### src/rtl/scr1_dmem2wb_if.sv
// Signal bundle between the SCR1 data-memory port and the data-side
// Wishbone classic master port. The bridge uses the master modport and the
// environment (core model plus Wishbone slave) uses the slave modport.
interface scr1_dmem2wb_if;
  // Core data-memory side
  logic        core2dmem_req_i;
  logic        dmem2core_req_ack_o;
  logic        core2dmem_cmd_i;
  logic [1:0]  core2dmem_width_i;
  logic [31:0] core2dmem_addr_i;
  logic [31:0] core2dmem_wdata_i;
  logic [31:0] dmem2core_rdata_o;
  logic [1:0]  dmem2core_resp_o;
  // Wishbone classic side
  logic [31:0] wbm_adr_o;
  logic [31:0] wbm_dat_o;
  logic [31:0] wbm_dat_i;
  logic        wbm_we_o;
  logic [3:0]  wbm_sel_o;
  logic        wbm_stb_o;
  logic        wbm_cyc_o;
  logic        wbm_ack_i;

  modport master (
    input  core2dmem_req_i, core2dmem_cmd_i, core2dmem_width_i,
           core2dmem_addr_i, core2dmem_wdata_i, wbm_dat_i, wbm_ack_i,
    output dmem2core_req_ack_o, dmem2core_rdata_o, dmem2core_resp_o,
           wbm_adr_o, wbm_dat_o, wbm_we_o, wbm_sel_o, wbm_stb_o, wbm_cyc_o
  );

  modport slave (
    output core2dmem_req_i, core2dmem_cmd_i, core2dmem_width_i,
           core2dmem_addr_i, core2dmem_wdata_i, wbm_dat_i, wbm_ack_i,
    input  dmem2core_req_ack_o, dmem2core_rdata_o, dmem2core_resp_o,
           wbm_adr_o, wbm_dat_o, wbm_we_o, wbm_sel_o, wbm_stb_o, wbm_cyc_o
  );
endinterface

### src/rtl/scr1_dmem2wb.sv
// SCR1 data-memory port to Wishbone classic bridge. Each accepted core
// request becomes exactly one Wishbone cycle with byte-lane steering;
// misaligned/invalid requests and bus timeouts come back as ER responses.
module scr1_dmem2wb #(
  parameter int unsigned TIMEOUT = 255,
  parameter int unsigned TO_W    = 8
) (
  input logic            wb_clk_i,
  input logic            wb_rst_i,
  scr1_dmem2wb_if.master bus
);

  typedef enum logic [1:0] {
    ST_IDLE = 2'd0,
    ST_BUS  = 2'd1,
    ST_RESP = 2'd2
  } state_e;

  localparam logic [1:0]      RESP_IDLE = 2'd0;
  localparam logic [1:0]      RESP_RDY  = 2'd1;
  localparam logic [1:0]      RESP_ER   = 2'd2;
  // Last counter value of a waiting BUS cycle; the edge that ends it times out.
  localparam logic [TO_W-1:0] TO_LAST   = TO_W'((TIMEOUT == 0) ? 0 : TIMEOUT - 1);
  localparam logic [TO_W-1:0] CNT_ONE   = TO_W'(1);

  state_e          state_q;
  state_e          state_d;
  logic            err_q;
  logic [TO_W-1:0] to_cnt_q;
  logic            bad_req;
  logic [3:0]      sel_d;
  logic [31:0]     dat_d;
  logic            timeout_hit;

  // Decode width/address of the incoming request into lane select, steered
  // write data and the misaligned/invalid flag.
  // NOTE: every output gets a default before the case so no path can leave
  // a signal unassigned and infer a latch.
  always_comb begin
    bad_req = 1'b0;
    sel_d   = 4'b0000;
    dat_d   = bus.core2dmem_wdata_i;
    unique case (bus.core2dmem_width_i)
      2'd0: begin
        sel_d = 4'b0001 << bus.core2dmem_addr_i[1:0];
        dat_d = {4{bus.core2dmem_wdata_i[7:0]}};
      end
      2'd1: begin
        bad_req = bus.core2dmem_addr_i[0];
        sel_d   = bus.core2dmem_addr_i[1] ? 4'b1100 : 4'b0011;
        dat_d   = {2{bus.core2dmem_wdata_i[15:0]}};
      end
      2'd2: begin
        bad_req = |bus.core2dmem_addr_i[1:0];
        sel_d   = 4'b1111;
      end
      default: bad_req = 1'b1;
    endcase
  end

  // Ack has priority over a coincident timeout.
  assign timeout_hit = (TIMEOUT != 0) && !bus.wbm_ack_i && (to_cnt_q == TO_LAST);

  assign bus.dmem2core_req_ack_o = (state_q == ST_IDLE) && !wb_rst_i;
  assign bus.dmem2core_resp_o    = (state_q != ST_RESP) ? RESP_IDLE :
                                   (err_q ? RESP_ER : RESP_RDY);

  // Next-state logic.
  always_comb begin
    state_d = state_q;
    unique case (state_q)
      ST_IDLE: if (bus.core2dmem_req_i) state_d = bad_req ? ST_RESP : ST_BUS;
      ST_BUS:  if (bus.wbm_ack_i || timeout_hit) state_d = ST_RESP;
      ST_RESP: state_d = ST_IDLE;
      default: state_d = ST_IDLE;
    endcase
  end

  // State register, registered Wishbone outputs, timeout counter and read data.
  // NOTE: sequential state uses non-blocking assignments so every register
  // samples pre-edge values regardless of statement order.
  always_ff @(posedge wb_clk_i) begin
    if (wb_rst_i) begin
      state_q               <= ST_IDLE;
      err_q                 <= 1'b0;
      to_cnt_q              <= '0;
      bus.dmem2core_rdata_o <= '0;
      bus.wbm_adr_o         <= '0;
      bus.wbm_dat_o         <= '0;
      bus.wbm_sel_o         <= '0;
      bus.wbm_we_o          <= 1'b0;
      bus.wbm_stb_o         <= 1'b0;
      bus.wbm_cyc_o         <= 1'b0;
    end else begin
      state_q <= state_d;
      unique case (state_q)
        ST_IDLE: begin
          if (bus.core2dmem_req_i) begin
            err_q <= bad_req;
            if (!bad_req) begin
              bus.wbm_cyc_o <= 1'b1;
              bus.wbm_stb_o <= 1'b1;
              bus.wbm_we_o  <= bus.core2dmem_cmd_i;
              bus.wbm_adr_o <= {bus.core2dmem_addr_i[31:2], 2'b00};
              bus.wbm_sel_o <= sel_d;
              bus.wbm_dat_o <= dat_d;
              to_cnt_q      <= '0;
            end
          end
        end
        ST_BUS: begin
          if (bus.wbm_ack_i) begin
            if (!bus.wbm_we_o) bus.dmem2core_rdata_o <= bus.wbm_dat_i;
            bus.wbm_cyc_o <= 1'b0;
            bus.wbm_stb_o <= 1'b0;
            bus.wbm_we_o  <= 1'b0;
            err_q         <= 1'b0;
          end else if (timeout_hit) begin
            bus.wbm_cyc_o <= 1'b0;
            bus.wbm_stb_o <= 1'b0;
            err_q         <= 1'b1;
          end else begin
            to_cnt_q <= to_cnt_q + CNT_ONE;
          end
        end
        default: ;
      endcase
    end
  end

endmodule

### src/flat_wrapper.sv
// flat-port wrapper written by rule: the top's interface ports become plain ports
module scr1_dmem2wb_flat 
#(
  parameter int unsigned TIMEOUT = 255,
  parameter int unsigned TO_W    = 8
)
  (wb_clk_i, wb_rst_i, bus_core2dmem_req_i, bus_core2dmem_cmd_i, bus_core2dmem_width_i, bus_core2dmem_addr_i, bus_core2dmem_wdata_i, bus_wbm_dat_i, bus_wbm_ack_i, bus_dmem2core_req_ack_o, bus_dmem2core_rdata_o, bus_dmem2core_resp_o, bus_wbm_adr_o, bus_wbm_dat_o, bus_wbm_we_o, bus_wbm_sel_o, bus_wbm_stb_o, bus_wbm_cyc_o);
  scr1_dmem2wb_if bus_i ();
  input logic wb_clk_i;
  input logic wb_rst_i;
  input wire logic [$bits(bus_i.core2dmem_req_i)-1:0] bus_core2dmem_req_i;
  input wire logic [$bits(bus_i.core2dmem_cmd_i)-1:0] bus_core2dmem_cmd_i;
  input wire logic [$bits(bus_i.core2dmem_width_i)-1:0] bus_core2dmem_width_i;
  input wire logic [$bits(bus_i.core2dmem_addr_i)-1:0] bus_core2dmem_addr_i;
  input wire logic [$bits(bus_i.core2dmem_wdata_i)-1:0] bus_core2dmem_wdata_i;
  input wire logic [$bits(bus_i.wbm_dat_i)-1:0] bus_wbm_dat_i;
  input wire logic [$bits(bus_i.wbm_ack_i)-1:0] bus_wbm_ack_i;
  output wire logic [$bits(bus_i.dmem2core_req_ack_o)-1:0] bus_dmem2core_req_ack_o;
  output wire logic [$bits(bus_i.dmem2core_rdata_o)-1:0] bus_dmem2core_rdata_o;
  output wire logic [$bits(bus_i.dmem2core_resp_o)-1:0] bus_dmem2core_resp_o;
  output wire logic [$bits(bus_i.wbm_adr_o)-1:0] bus_wbm_adr_o;
  output wire logic [$bits(bus_i.wbm_dat_o)-1:0] bus_wbm_dat_o;
  output wire logic [$bits(bus_i.wbm_we_o)-1:0] bus_wbm_we_o;
  output wire logic [$bits(bus_i.wbm_sel_o)-1:0] bus_wbm_sel_o;
  output wire logic [$bits(bus_i.wbm_stb_o)-1:0] bus_wbm_stb_o;
  output wire logic [$bits(bus_i.wbm_cyc_o)-1:0] bus_wbm_cyc_o;
  assign bus_i.core2dmem_req_i = bus_core2dmem_req_i;
  assign bus_i.core2dmem_cmd_i = bus_core2dmem_cmd_i;
  assign bus_i.core2dmem_width_i = bus_core2dmem_width_i;
  assign bus_i.core2dmem_addr_i = bus_core2dmem_addr_i;
  assign bus_i.core2dmem_wdata_i = bus_core2dmem_wdata_i;
  assign bus_i.wbm_dat_i = bus_wbm_dat_i;
  assign bus_i.wbm_ack_i = bus_wbm_ack_i;
  assign bus_dmem2core_req_ack_o = bus_i.dmem2core_req_ack_o;
  assign bus_dmem2core_rdata_o = bus_i.dmem2core_rdata_o;
  assign bus_dmem2core_resp_o = bus_i.dmem2core_resp_o;
  assign bus_wbm_adr_o = bus_i.wbm_adr_o;
  assign bus_wbm_dat_o = bus_i.wbm_dat_o;
  assign bus_wbm_we_o = bus_i.wbm_we_o;
  assign bus_wbm_sel_o = bus_i.wbm_sel_o;
  assign bus_wbm_stb_o = bus_i.wbm_stb_o;
  assign bus_wbm_cyc_o = bus_i.wbm_cyc_o;
  scr1_dmem2wb #(.TIMEOUT(TIMEOUT), .TO_W(TO_W)) u_core (.wb_clk_i(wb_clk_i), .wb_rst_i(wb_rst_i), .bus(bus_i));
endmodule
### config.mk
export PLATFORM = sky130hd
export DESIGN_NAME = scr1_dmem2wb_flat
export DESIGN_NICKNAME = d
export VERILOG_FILES = /design/src/rtl/scr1_dmem2wb_if.sv /design/src/rtl/scr1_dmem2wb.sv /design/src/flat_wrapper.sv
export SDC_FILE = /design/constraint.sdc
export NUM_CORES = 1
export LEC_CHECK = 0
export BUFFER_PORTS_ARGS = -buffer_cell sky130_fd_sc_hd__buf_2
export CAP_MARGIN = 10
export CELL_PAD_IN_SITES_DETAIL_PLACEMENT = 1
export CELL_PAD_IN_SITES_GLOBAL_PLACEMENT = 1
export CORE_ASPECT_RATIO = 1.1
export CORE_MARGIN = 2
export CORE_UTILIZATION = 35
export DETAILED_ROUTE_END_ITERATION = 8
export HOLD_SLACK_MARGIN = 0.08
export PLACE_DENSITY_LB_ADDON = 0.08
export SLEW_MARGIN = 20
export SYNTH_ARGS = -nofsm -noshare
export SYNTH_HDL_FRONTEND = slang
export SYNTH_SLANG_ARGS = --single-unit
### constraint.sdc
create_clock -name wb_clk_i -period 3.12 [get_ports wb_clk_i]
set_clock_uncertainty 0.05 [all_clocks]
set_input_delay 0.312 -clock wb_clk_i [delete_from_list [all_inputs] [get_ports wb_clk_i]]
set_output_delay 0.312 -clock wb_clk_i [all_outputs]
set_load 0.01 [all_outputs]
==> results of run 1 <==
path summary, 6_finish.rpt:
kind	start	to	slack, ps	cells past startpoint
worst max-delay path	u_core.state_q[0]	u_core.bus.dmem2core_rdata_o[19]	1040	4
worst min-delay path	bus_core2dmem_addr_i[27]	u_core.bus.wbm_adr_o[27]	130	3
worst max register to register	u_core.state_q[0]	u_core.bus.dmem2core_rdata_o[19]	1040	4
worst min register to register	u_core.bus.dmem2core_rdata_o[0]	u_core.bus.dmem2core_rdata_o[0]	400	2
registers in the layout, summed over array words and instances (netlist names):
signal / count
u_core.bus.wbm_adr_o: 30
u_core.bus.wbm_stb_o: 1
u_core.state_q: 2
u_core.bus.wbm_we_o: 1
u_core.bus.wbm_sel_o: 4
u_core.bus.dmem2core_rdata_o: 32
u_core.err_q: 1
u_core.to_cnt_q: 8
u_core.bus.wbm_dat_o: 32
final cells by class:
class	instances	share of cell area, %
inverters	2	0.127
flip-flops and latches	111	37.7
multi-input cells	403	35.5
clock buffers	11	4.12
clock inverters	5	0.573
well taps	157	3.33
repair buffers	213	18.6
worst max-delay path: cells and delay by family, from the launching register on:
family | cells | cell delay [ps]
AO/OA/AOI/OAI | 1 | 80
AND/OR/NAND/NOR | 3 | 1250
flip-flops | 1 | 540
cells by family (layout without fill, tap and decap cells):
| family | count (synthesis) | after routing | share of synthesized area (%) |
|---|---|---|---|
| xor gates and xnor gates | 1 | 1 | 0.194 |
| DFF | 111 | 111 | 49.3 |
| muxes | 17 | 17 | 3.77 |
| and+or+nand+nor | 236 | 236 | 21.6 |
| other | 1 | 2 | 0.0831 |
| adders and majority gates | 2 | 2 | 0.555 |
| buffers and inverters | 45 | 231 | 4.85 |
| AOI/OAI and AO/OA | 145 | 145 | 19.7 |
where the power goes:
part	switching, mW	leakage (nW)	internal, mW
combinational	0.256	1.60	0.176
clock	0.529	0.132	0.563
sequential	0.0370	0.903	1.48
total	0.821	2.63	2.22
per-stage QoR:
step           hold WS [ps]  total power, mW  instances
4_1_cts                 125             3.09        902
3_5_place_dp            395             1.99        886
3_3_place_gp            389             1.97        886
6_report                131             3.04        902
2_1_floorplan           398             1.79        559
5_1_grt                 131             3.19        902
metal layers:
| layer | GRT usage [%] | vias up | wire [µm] |
|---|---|---|---|
| met5 | 0 | - | 0 |
| met4 | 8.08 | 0 | 251 |
| met3 | 4.12 | 15 | 878 |
| met2 | 34.1 | 135 | 6810 |
| met1 | 25.5 | 2095 | 6400 |
| li1 | - | 2242 | - |
Yosys cell counts (all sizes together), types with 4 or more instances:
| library cell | number |
|---|---|
| o21ai | 21 |
| nor3 | 4 |
| buf | 17 |
| dfxtp | 111 |
| nor2 | 28 |
| nand2 | 181 |
| a211oi | 10 |
| a21o | 4 |
| a21oi | 88 |
| a311oi | 8 |
| mux2i | 17 |
| clkbuf | 26 |
==> key figures, run 1 <==
Status
  • Status: finished clean

Clock network
  • Clock Pin Slew Worst Setup and Hold Paths: 80 ps
  • CTS Buf Count: 9
  • Post-CTS Setup Inserts: 0
  • CTS tree: yes
  • Htree depth: 3
  • Clk Tree Root Cell: clkbuf_16
  • Post-CTS sizing: 0
  • Clock tree buffer depth: 2
  • Clock latency at the later pin of the worst-skew pair: 350 ps
  • Clock Sinks: 111
  • Hold_buf cts: 0

Setup path
  • Max stage delay cell, worst path: or3b_2
  • Crit path kind: flip-flop to flip-flop
  • CP startpoint kind: flip-flop
  • Required @ worst endpoint: 3280 ps
  • Crit end category: flip-flop
  • Critical-path cell list: nand2b_1 -> or3b_2 -> nand2_1 -> a21oi_1
  • Max incr delay on CP: 820 ps
  • Max FO, Critical Path: 32
  • CP arrival: 2230 ps

Synthesis
  • Seq cells post-synth: 111
  • Post-synth EDFFs: 0
  • Async SR Flop Fraction: 0%
  • Sequential element share of the synthesized area: 49.3%
  • Most common flop cell mapped by yosys: dfxtp_1
  • Share of the synthesized area in the top cell type: 49.3%
  • Mapped Avg Cell Area: 8.08 µm²
  • Synth unique cells: 44
  • Cells after Synth: 558
  • Area of the mapped netlist: 4510 µm²
  • Post-synth top area cell: dfxtp_1
  • Area contributors post-synth: dfxtp_1, nand2_1, a21oi_1
  • Synthesis Warnings: 0

Floorplan
  • Floorplan row count: 43
  • DIE AREA: 13800 µm²
  • Core footprint: 12600 µm²
  • IO Count: 209
  • Initial Utilization: 35.8%
  • Die Y: 123 µm
  • Die Span X: 112 µm

Finish
  • Most frequent cells in the layout: buf_2, nand2_1, dfxtp_1
  • Finished Core Util: 46.8%
  • Storage element area: 2220 µm²
  • Layout cells sized above 1: 32.3%
  • Commonest non-fill, non-tap cell in the layout: buf_2
  • Net count reported at finish: 845
  • Finished Cell Area: 5890 µm²
  • Antenna diode count: 0
  • Number of fill cells: 1632
  • Multi-input logic area: 2090 µm²
  • Layout area overhead: 30.6%

Timing
  • Worst Tran Pin Value: 708 ps
  • Final setup fails: 0
  • Endpoints failing hold: 0
  • Final worst path period share: 66.5%
  • Peak Freq: 0.482 GHz
  • Max_slew headroom: 52.4%
  • Post-layout minimum cycle time: 2080 ps
  • Final worst setup slack: 1040 ps
  • Unrepaired setup endpoints after global routing: no
  • Setup_tns: 0 ps
  • Pins Over Slew Limit: 0

Routing
  • DRT iter0 DRCs: 195
  • DRC viols: 0
  • Wirelength per Cell: 15.9 µm
  • Post-route ant nets: 0
  • First-pass DRT Iterations: 4
  • Routed wire length: 14.3 mm
  • Avg Vias per Cell: 4.97
  • DR vias: 4487

Place
  • Dpl ws: 1080 ps
  • Area of placed instances: 5620 µm²
  • Port buffer count: 206
  • Hpwl dp: 10.3 mm
  • Gpl congestion: 0.789

Flow run
  • Max-Cap Viols: 0

Global routing
  • Initial antenna violation count: 0
  • Total grt overflow: 0
  • First-pass GRT wire length: 22.4 mm
  • Gr usage total: 20.2%
  • Largest net degree at the start of global routing: 78
  • Number of global-route vias before repair: 4405

Power and ir drop
  • P per Cell Area: 516 nW/µm²
  • Maximum vdd drop: 221 µV
  • Leakage power: 2.63 nW

Worst hold path
  • Worst Hold Class: input port to flip-flop
Note: power is estimated with default switching activity, not from simulation.
==> inputs of run 2 (changes only) <==
--- a/config.mk
+++ b/config.mk
@@ -5,13 +5,14 @@
 export SDC_FILE = /design/constraint.sdc
 export NUM_CORES = 1
 export LEC_CHECK = 0
+export ABC_AREA = 1
 export BUFFER_PORTS_ARGS = -buffer_cell sky130_fd_sc_hd__buf_2
 export CAP_MARGIN = 10
 export CELL_PAD_IN_SITES_DETAIL_PLACEMENT = 1
 export CELL_PAD_IN_SITES_GLOBAL_PLACEMENT = 1
 export CORE_ASPECT_RATIO = 1.1
 export CORE_MARGIN = 2
-export CORE_UTILIZATION = 35
+export CORE_UTILIZATION = 32
 export DETAILED_ROUTE_END_ITERATION = 8
 export HOLD_SLACK_MARGIN = 0.08
 export PLACE_DENSITY_LB_ADDON = 0.08
==> constraint.sdc (replaced) <==
create_clock -name wb_clk_i -period 2 [get_ports wb_clk_i]
set_clock_uncertainty 0.05 [all_clocks]
set_input_delay 0.2 -clock wb_clk_i [delete_from_list [all_inputs] [get_ports wb_clk_i]]
set_output_delay 0.2 -clock wb_clk_i [all_outputs]
set_load 0.01 [all_outputs]
==> key figures, run 2 <==
Status
  • Status: finished clean

Power and ir drop
  • P per Cell Area: 790 nW/µm² (+53%)
  • Logic pwr share: 18.7% (+4.5 points)
  • Sequential Power Share: 45.6% (-4.4 points)
  • Net load switching power: 1.46 mW (+77%)
  • Maximum vdd drop: 357 µV (+62%)
  • Leakage power: 3.13 nW (+19%)
  • Sw Share: 27.5% (+0.56 points)
  • Int Power: 3.83 mW (+73%)
  • Power share of the clock group: 35.7% (-0.2 points)
  • Pwr Total: 5.29 mW (+74%)

Clock network
  • CTS Buf Count: 9 (unchanged)
  • Hold_buf cts: 56 (+56)
  • Post-CTS sizing: 0 (unchanged)
  • Clock Sinks: 111 (unchanged)
  • Htree depth: 3 (unchanged)
  • CTS tree: yes
  • Clock latency at the later pin of the worst-skew pair: 350 ps (about the same)
  • Post-CTS Setup Inserts: 0 (unchanged)
  • Clk Tree Root Cell: clkbuf_16
  • Clock Pin Slew Worst Setup and Hold Paths: 70 ps (about the same)
  • Clock tree buffer depth: 2 (unchanged)

Synthesis
  • Async SR Flop Fraction: 0% (unchanged)
  • Top-count cell post-synth: nand2_1
  • Cells after Synth: 645 (+16%)
  • Post-synth EDFFs: 0 (unchanged)
  • Synth unique cells: 27 (-39%)
  • Area of the mapped netlist: 4630 µm² (+2.7%)
  • Seq cells post-synth: 111 (unchanged)
  • Synthesis Warnings: 0 (unchanged)
  • Mapped Avg Cell Area: 7.18 µm² (-11%)
  • Sequential element share of the synthesized area: 48.0% (-1.3 points)
  • Area contributors post-synth: dfxtp_1, nand2_1, a21oi_1
  • Share of the synthesized area in the top cell type: 48.0% (-1.3 points)
  • Synth top cells by count: nand2_1, dfxtp_1, nor2_1, a21oi_1, o21ai_0
  • Most common flop cell mapped by yosys: dfxtp_1
  • Post-synth top area cell: dfxtp_1

Place
  • Area of placed instances: 5820 µm² (+3.6%)
  • Dpl ws: 313 ps (-770 ps)
  • Gpl congestion: 0.821 (+4.1%)
  • Port buffer count: 206 (unchanged)
  • Hpwl dp: 11.5 mm (+12%)
  • Placed cells: 1013 (+14%)

Finish
  • Commonest non-fill, non-tap cell in the layout: buf_2
  • Number of fill cells: 1853 (+14%)
  • Post-Layout Cell Count: 1085 (+20%)
  • Most frequent cells in the layout: buf_2, nand2_1, dfxtp_1
  • Layout cells sized above 1: 27.7% (-4.7 points)
  • Finished Cell Area: 6700 µm² (+14%)
  • Biggest regs: u_core.bus.dmem2core_rdata_o x32, u_core.bus.wbm_dat_o x32, u_core.bus.wbm_adr_o x30
  • Antenna diode count: 0 (unchanged)
  • Layout area overhead: 44.5%
  • Net count reported at finish: 993 (+18%)
  • Finished Core Util: 46.9% (+0.11 points)

Routing
  • DRT iter0 DRCs: 150 (-23%)
  • DR vias: 5221 (+16%)
  • First-pass DRT Iterations: 4 (unchanged)
  • Routed wire length: 16.7 mm (+16%)
  • Wirelength per Cell: 15.4 µm (-3.4%)
  • Post-route ant nets: 0 (unchanged)
  • DRC viols: 0 (unchanged)
  • Avg Vias per Cell: 4.81 (-3.3%)

Worst hold path
  • Worst Hold Class: input port to flip-flop
  • HP Start: bus_wbm_dat_i[2]
  • WHS Path Cells: 3 (unchanged)
  • Hold Path Sink: u_core.bus.dmem2core_rdata_o[2]

Setup path
  • CP dominant cell by count: nand2_2
  • CP arrival: 1860 ps (-370 ps)
  • Max FO, Critical Path: 13 (-59%)
  • FF-to-FF path depth: 8 (+4)
  • Worst flop-to-flop path endpoint: u_core.bus.wbm_sel_o[1]
  • Max incr delay on CP: 330 ps (-490 ps)
  • CP startpoint kind: flip-flop
  • Required @ worst endpoint: 2180 ps (-1100 ps)
  • Critical-path cell list: inv_1 -> nand2_2 -> inv_2 -> nor2_4 -> nand2_2 -> buf_4 -> o21ai_0 -> nor2_1
  • Reg2reg start: u_core.state_q[1]
  • Max stage delay cell, worst path: dfxtp_1
  • Crit path kind: flip-flop to flip-flop
  • Crit end category: flip-flop
  • Reg2reg setup slack: 320 ps (-720 ps)

Global routing
  • Gr usage total: 21.6% (+1.4 points)
  • Largest net degree at the start of global routing: 62 (-21%)
  • Initial antenna violation count: 0 (unchanged)
  • Number of global-route vias before repair: 5443 (+24%)
  • Total grt overflow: 0 (unchanged)
  • First-pass GRT wire length: 27.0 mm (+21%)

Timing
  • Peak Freq: 0.596 GHz (+24%)
  • Post-layout minimum cycle time: 1680 ps (-397 ps)
  • Final setup fails: 0 (unchanged)
  • Unrepaired setup endpoints after global routing: no
  • Final worst setup slack: 322 ps (-723 ps)
  • Endpoints failing hold: 0 (unchanged)
  • Final worst path period share: 83.9% (+17 points)
  • Max_slew headroom: 55.8% (+3.4 points)
  • Pins Over Slew Limit: 0 (unchanged)
  • WHS: 88.0 ps (-43.5 ps)
  • Setup_tns: 0 ps (unchanged)
  • Worst Tran Pin Value: 663 ps (-45.7 ps)

Floorplan
  • Die Y: 130 µm (+5.8%)
  • IO Count: 209 (unchanged)
  • DIE AREA: 15500 µm² (+12%)
  • Die Span X: 119 µm (+5.8%)
  • Core footprint: 14300 µm² (+13%)
  • Floorplan row count: 46 (+7.0%)
  • Initial Utilization: 32.5% (-3.4 points)

Flow run
  • Max-Cap Viols: 0 (unchanged)
[run 2: cell families (layout without fill, tap and decap cells)]
logic type      count (synthesis)  in the layout  synth area share [%]
simple gates                  307            307                  27.5
compound gates                150            150                  16.5
fa+ha+maj                       2              2                 0.540
other cells                     1              2                0.0809
buf+inv                        74            321                  7.40
flops                         111            111                  48.0
[run 2: worst max-delay path by stage]
stage	endpoint	start	cells past startpoint
5_1_grt	u_core.bus.dmem2core_rdata_o[22]	u_core.state_q[1]	8
2_1_floorplan	u_core.to_cnt_q[1]	u_core.to_cnt_q[0]	8
6_report	u_core.bus.wbm_sel_o[1]	u_core.state_q[1]	8
4_1_cts	u_core.bus.wbm_sel_o[1]	u_core.state_q[1]	8
3_5_place_dp	u_core.bus.wbm_sel_o[1]	u_core.state_q[1]	8
3_3_place_gp	u_core.bus.wbm_dat_o[15]	u_core.state_q[1]	8
[run 2: worst max-delay path: cells and delay by family, from the launching register on]
| family | cells | cell delay (ps) |
|---|---|---|
| AND/OR/NAND/NOR | 4 | 540 |
| flip-flops | 1 | 330 |
| AO/OA/AOI/OAI | 1 | 210 |
| buffers and inverters | 3 | 420 |
[run 2: power groups by stage]
stage | sequential, mW | combinational, mW | clock (mW)
finish | 2.41 | 0.988 | 1.89
global route | 2.43 | 1.11 | 2.04
CTS | 2.42 | 0.992 | 1.95
detailed placement | 2.47 | 0.905 | 0
global placement | 2.46 | 0.885 | 0
floorplan | 2.52 | 0.455 | 0
[run 2: routing by layer]
metal | global-route usage [%] | vias up | part of all wire [%]
met5 | 0 | - | 0
li1 | - | 2594 | -
met1 | 25.5 | 2459 | 42
met2 | 39.5 | 152 | 51
met4 | 6.65 | 0 | 1.4
met3 | 4.55 | 16 | 5.8
[run 2: layout make-up]
class	instances	area, µm²	area share, %
Tap cell	192	240	3.59
Sequential cell	111	2220	33.2
Multi-Input combinational cell	461	2070	30.9
Clock inverter	4	52.6	0.785
Inverter	29	109	1.63
Timing Repair Buffer	276	1730	25.9
Clock buffer	12	267	3.98
